<file path="config.mk">
export PLATFORM = sky130hd
export DESIGN_NAME = alu_issue_ctrl
export DESIGN_NICKNAME = d
export VERILOG_FILES = /design/src/rtl/alu_issue_ctrl.sv
export SDC_FILE = /design/constraint.sdc
export NUM_CORES = 1
export LEC_CHECK = 0
export ABC_AREA = 1
export CAP_MARGIN = 20
export CORE_UTILIZATION = 40
export DETAILED_ROUTE_END_ITERATION = 8
export HOLD_SLACK_MARGIN = 0.1
export SKIP_LAST_GASP = 1
export SLEW_MARGIN = 20
export SYNTH_ARGS = -nofsm -noshare
export SYNTH_HDL_FRONTEND = slang
export SYNTH_SLANG_ARGS = --single-unit
</file>
<file path="constraint.sdc">
create_clock -name clk -period 1.91 [get_ports clk]
set_input_delay 0.382 -clock clk [delete_from_list [all_inputs] [get_ports clk]]
set_output_delay 0.382 -clock clk [all_outputs]
set_load 0.02 [all_outputs]
</file>
<file path="src/rtl/alu_issue_ctrl.sv">
// Issue/writeback controller for the 8-bit ALU: IDLE -> ISSUE -> WB, with an 8x8 register file.
// Optional macro ALU_CTRL_ILLEGAL_TRAP_EN: an illegal op locks the controller in TRAP until reset.
module alu_issue_ctrl #(
    parameter int unsigned DW   = 8,
    parameter int unsigned NREG = 8
) (
    input  logic          clk,
    input  logic          rst_n,
    input  logic          instr_valid,
    input  logic [8:0]    instr,
    output logic          instr_ready,
    output logic [2:0]    alu_instruction,
    output logic [DW-1:0] alu_input1,
    output logic [DW-1:0] alu_input2,
    input  logic [DW-1:0] alu_result,
    input  logic          alu_zero,
    output logic          done,
    output logic          branch_taken,
    output logic          illegal,
    input  logic [2:0]    dbg_addr,
    output logic [DW-1:0] dbg_data
);

    localparam int unsigned OPW = 3;
    localparam int unsigned AW  = 3;
    localparam int unsigned IMW = 3;

    localparam logic [OPW-1:0] OP_XOR  = 3'b000;
    localparam logic [OPW-1:0] OP_BEQ  = 3'b001;
    localparam logic [OPW-1:0] OP_ADDI = 3'b010;
    localparam logic [OPW-1:0] OP_ANDI = 3'b011;
    localparam logic [OPW-1:0] OP_LS   = 3'b100;

    typedef enum logic [1:0] {
        S_IDLE  = 2'd0,
        S_ISSUE = 2'd1,
`ifdef ALU_CTRL_ILLEGAL_TRAP_EN
        S_WB    = 2'd2,
        S_TRAP  = 2'd3
`else
        S_WB    = 2'd2
`endif
    } state_t;

    state_t          state_q, state_d;
    logic            ready_q, ready_d;
    logic [OPW-1:0]  op_q, op_d;
    logic [AW-1:0]   ra_q, ra_d;
    logic [OPW-1:0]  alu_op_q, alu_op_d;
    logic [DW-1:0]   in1_q, in1_d;
    logic [DW-1:0]   in2_q, in2_d;
    logic [DW-1:0]   res_q, res_d;
    logic            done_q, done_d;
    logic            br_q, br_d;
    logic            ill_q, ill_d;
    logic [DW-1:0]   regs_q [NREG];
    logic [DW-1:0]   regs_d [NREG];

    logic [OPW-1:0]  dec_op;
    logic [AW-1:0]   dec_ra;
    logic [AW-1:0]   dec_rb;
    logic [IMW-1:0]  dec_imm;
    logic [DW-1:0]   dec_in1;
    logic [DW-1:0]   dec_in2;
    logic            q_wr_en;
    logic            q_illegal;

    assign dec_op  = instr[8:6];
    assign dec_ra  = instr[5:3];
    assign dec_rb  = instr[2:0];
    assign dec_imm = instr[2:0];

    // Operand selection for the incoming instruction; illegal ops drive zero operands.
    always_comb begin
        dec_in1 = '0;
        dec_in2 = '0;
        case (dec_op)
            OP_XOR, OP_BEQ: begin
                dec_in1 = regs_q[dec_ra];
                dec_in2 = regs_q[dec_rb];
            end
            OP_ADDI: begin
                dec_in1 = regs_q[dec_ra];
                dec_in2 = {{(DW-IMW){dec_imm[IMW-1]}}, dec_imm};
            end
            OP_ANDI, OP_LS: begin
                dec_in1 = regs_q[dec_ra];
                dec_in2 = DW'(dec_imm);
            end
            default: begin
                dec_in1 = '0;
                dec_in2 = '0;
            end
        endcase
    end

    assign q_wr_en   = (op_q == OP_XOR) || (op_q == OP_ADDI) ||
                       (op_q == OP_ANDI) || (op_q == OP_LS);
    assign q_illegal = (op_q > OP_LS);

    // Next-state and registered-output logic.
    always_comb begin
        state_d  = state_q;
        ready_d  = ready_q;
        op_d     = op_q;
        ra_d     = ra_q;
        alu_op_d = alu_op_q;
        in1_d    = in1_q;
        in2_d    = in2_q;
        res_d    = res_q;
        done_d   = 1'b0;
        br_d     = 1'b0;
        ill_d    = 1'b0;
        regs_d   = regs_q;

        case (state_q)
            S_IDLE: begin
                ready_d = 1'b1;
                if (ready_q && instr_valid) begin
                    state_d  = S_ISSUE;
                    ready_d  = 1'b0;
                    op_d     = dec_op;
                    ra_d     = dec_ra;
                    alu_op_d = dec_op;
                    in1_d    = dec_in1;
                    in2_d    = dec_in2;
                end
            end
            S_ISSUE: begin
                state_d = S_WB;
                ready_d = 1'b0;
                res_d   = alu_result;
                done_d  = 1'b1;
                br_d    = (op_q == OP_BEQ) && alu_zero;
                ill_d   = q_illegal;
            end
            S_WB: begin
                if (q_wr_en) begin
                    regs_d[ra_q] = res_q;
                end
                state_d = S_IDLE;
                ready_d = 1'b1;
`ifdef ALU_CTRL_ILLEGAL_TRAP_EN
                if (q_illegal) begin
                    state_d = S_TRAP;
                    ready_d = 1'b0;
                end
`endif
            end
`ifdef ALU_CTRL_ILLEGAL_TRAP_EN
            S_TRAP: begin
                ready_d = 1'b0;
            end
`endif
            default: begin
                state_d = S_IDLE;
                ready_d = 1'b0;
            end
        endcase
    end

    always_ff @(posedge clk or negedge rst_n) begin
        if (!rst_n) begin
            state_q  <= S_IDLE;
            ready_q  <= 1'b0;
            op_q     <= '0;
            ra_q     <= '0;
            alu_op_q <= '0;
            in1_q    <= '0;
            in2_q    <= '0;
            res_q    <= '0;
            done_q   <= 1'b0;
            br_q     <= 1'b0;
            ill_q    <= 1'b0;
            regs_q   <= '{default: '0};
        end else begin
            state_q  <= state_d;
            ready_q  <= ready_d;
            op_q     <= op_d;
            ra_q     <= ra_d;
            alu_op_q <= alu_op_d;
            in1_q    <= in1_d;
            in2_q    <= in2_d;
            res_q    <= res_d;
            done_q   <= done_d;
            br_q     <= br_d;
            ill_q    <= ill_d;
            regs_q   <= regs_d;
        end
    end

    assign instr_ready     = ready_q;
    assign alu_instruction = alu_op_q;
    assign alu_input1      = in1_q;
    assign alu_input2      = in2_q;
    assign done            = done_q;
    assign branch_taken    = br_q;
    assign illegal         = ill_q;
    assign dbg_data        = regs_q[dbg_addr];

endmodule

</file>
==> results of run 1 <==
==> cell type report <==
cell class,instances,area [sq um]
Clock inverter,5,61.3
Fill cell,1292,6130
Multi-Input combinational cell,540,2470
Timing Repair Buffer,144,1340
Sequential cell,100,2500
Inverter,59,221
Tap cell,176,220
Clock buffer,11,243
==> where the power goes <==
group	leakage [nW]	switching [mW]	total (mW)	internal [mW]
sequential	1.32	0.657	3.63	2.97
clock	0.150	0.819	1.88	1.06
combinational	1.80	2.30	4.02	1.73
total	3.27	3.77	9.53	5.76
==> through the flow <==
step | instance area (sq um) | setup WS [ns] | setup TNS [ns] | power, mW | cells
final | 7060 | 0.0521 | 0 | 9.53 | 1035
after floorplan | 5390 | 0.0111 | 0 | 5.51 | 740
after CTS | 7030 | -0.00815 | -0.00815 | 9.48 | 1034
after global routing | 7060 | 0.0174 | 0 | 10.2 | 1035
after detailed placement | 6670 | -0.790 | -5.91 | 7.59 | 1015
after global placement | 6670 | -0.755 | -5.78 | 7.48 | 1015
==> state kept, by name, summed over array words and instances (netlist names) <==
| signal | flops |
|---|---|
| alu_input1 | 8 |
| alu_input2 | 8 |
| alu_instruction | 3 |
| branch_taken | 1 |
| done | 1 |
| illegal | 1 |
| instr_ready | 1 |
| ra_q | 3 |
| regs_q | 64 |
| res_q | 8 |
| state_q | 2 |
==> tightest hold or removal path, stage by stage (launching register included) <==
cell and delay [ns]:
dfrtp_1 0.34, nand2_1 0.05, nand2_1 0.05
==> cells in the final DEF, fill, tap and decap left out, types with 5 or more instances in the layout <==
cell type and n:
a21oi_1 50, a31oi_1 5, buf_12 8, buf_2 5, buf_4 83, clkbuf_16 9
clkdlybuf4s50_1 42, dfrtp_1 100, inv_1 53, nand2_1 208, nand3_1 34, nor2_1 43
o211ai_1 17, o21ai_0 165, o21ai_1 8
==> per-layer routing <==
metal | track usage | up-vias | wire, um
li1 | - | 2695 | -
met5 | 0 | - | 0
met3 | 0.0431 | 23 | 1420
met4 | 0.0978 | 0 | 345
met1 | 0.377 | 2570 | 7900
met2 | 0.388 | 268 | 7510
==> cells by family (layout without fill, tap and decap cells) <==
kind of cell / Yosys count / count (layout) / share of synthesized area
AND/OR/NAND/NOR: 289 / 289 / 0.210
AO/OA/AOI/OAI: 251 / 251 / 0.244
flip-flops: 100 / 100 / 0.464
buffers and inverters: 100 / 219 / 0.0822
==> final timing paths <==
check                      cells after the start            end
max                                            9    dbg_data[0]
min                                            2  alu_input2[2]
max reg2reg                                    7     regs_q[54]
min reg2reg                                    2  alu_input2[2]
max in group asynchronous                      3      regs_q[6]
min in group asynchronous                      2      regs_q[8]
==> repair_timing <==
item                       4_1_cts  5_1_grt
gates resized for setup         53       17
hold buffers                     1        0
hold endpoints to repair        30        0
gates cloned                     2        0
setup endpoints to repair        8       10
buffers inserted                 0        1
pin swaps                        2        6
==> run metrics, run 1 <==
Worst Path Required=1.53 ns; Vias=5556; synth cell count leaders=nand2_1 (210), o21ai_0 (173), dfrtp_1 (100); crit path capture type=output pin; die span in y=118 um; Nets=878; vias in the first global route=5150; ranking of synthesized cells by area=dfrtp_1 (46%), o21ai_0 (16%), nand2_1 (15%); Synth Register Bits=100; post-synthesis sequential area ratio=0.464; Max VDD drop=0.000877 V; post-layout minimum cycle time=1.86 ns; most numerous cell in the Yosys netlist=nand2_1; area of the die=0.0139 sq mm; Final period util=0.973; initial DRC count=638; setup violators final=0; Highest Clock Rate=0.538 GHz; critical path's top delay family=buffers and inverters; worst slew pin tran=0.524 ns; Synth top area share=0.464; worst-path fanout max=12; synth warn=0; Max-Cap Viols=0; gpl congestion=0.971; EDFF count, synth=0; Slew Limit Fails=0; routed len/inst=16.6 um; reg2reg setup slack=0.37 ns; Mapped Cells=740; largest area contributor in the netlist=dfrtp_1; worst min-delay path class=flip-flop to flip-flop; Max Clock Skew=0.00703 ns; max_slew headroom=0.648; overall routing resource usage=0.260; core footprint=0.0132 sq mm; Antenna diodes=0; crit path DAT=1.48 ns; DR pass1 iterations=8; initial antenna violation count=0; Chip Width=118 um; Initial Util=0.409; Synth async-reset ratio=1.00; Remaining Overflow, GRT=0; crit path kind=input port to output pin; Critical path origin=dbg_addr[0]; CP Cell Sequence=buf_2 > buf_12 > buf_12 > a21oi_1 > o21ai_1 > nand2_1 > nor2_1 > a31oi_1 > buf_4; row count=42; Worst-Skew Late Latency=0.35 ns; Hold Path Origin=alu_input2[2]; RSZ-0062 raised after global routing=false; Buf/Inv on CP=4; Worst path max stage delay=0.17 ns; WHS=0.477 ns; Mapped Nets=764; Routed Antenna Nets=0; outcome=finished clean; I/O Pins=55; port bufs=54; CTS sink count=100; first-pass GRT wire length=27900 um; final core occ=0.535; clock-pin slew on the worst setup and hold paths=0.07 ns; Hold Vio Cnt, Final=0; power density cells=1350 mW/mm^2; vias per inst=5.37; Main synth FF type=dfrtp_1; Area Overhead vs Synth=30.9%; area of the mapped netlist=0.00539 sq mm; CTS tree=done; number of H-tree levels=3; largest net degree at the start of global routing=49; R2R Path Start=alu_instruction[1]; clk buf depth=2; share of cells above drive strength 1=0.146; CTS root buf=clkbuf_16; DRC violations left=0; crit start category=input port; Post-Route WL=17200 um; leak pwr=3.27 nW; CTS buffer count=9; hpwl dp=12700 um; CP most frequent cell=buf_12; Syn Area/Cell=7.29 sq um; post-synth cell types=18; Critical Path Slowest Stage Cell=buf_4
No activity file was read; power rests on OpenSTA's default activity.
==> inputs of run 2 (changes only) <==
--- a/config.mk
+++ b/config.mk
@@ -6,7 +6,7 @@
 export NUM_CORES = 1
 export LEC_CHECK = 0
 export ABC_AREA = 1
-export CAP_MARGIN = 20
+export CAP_MARGIN = 40
 export CORE_UTILIZATION = 40
 export DETAILED_ROUTE_END_ITERATION = 8
 export HOLD_SLACK_MARGIN = 0.1
==> results of run 2 <==
Same layout as run 1: the final DEF is identical, and so are final timing and power.
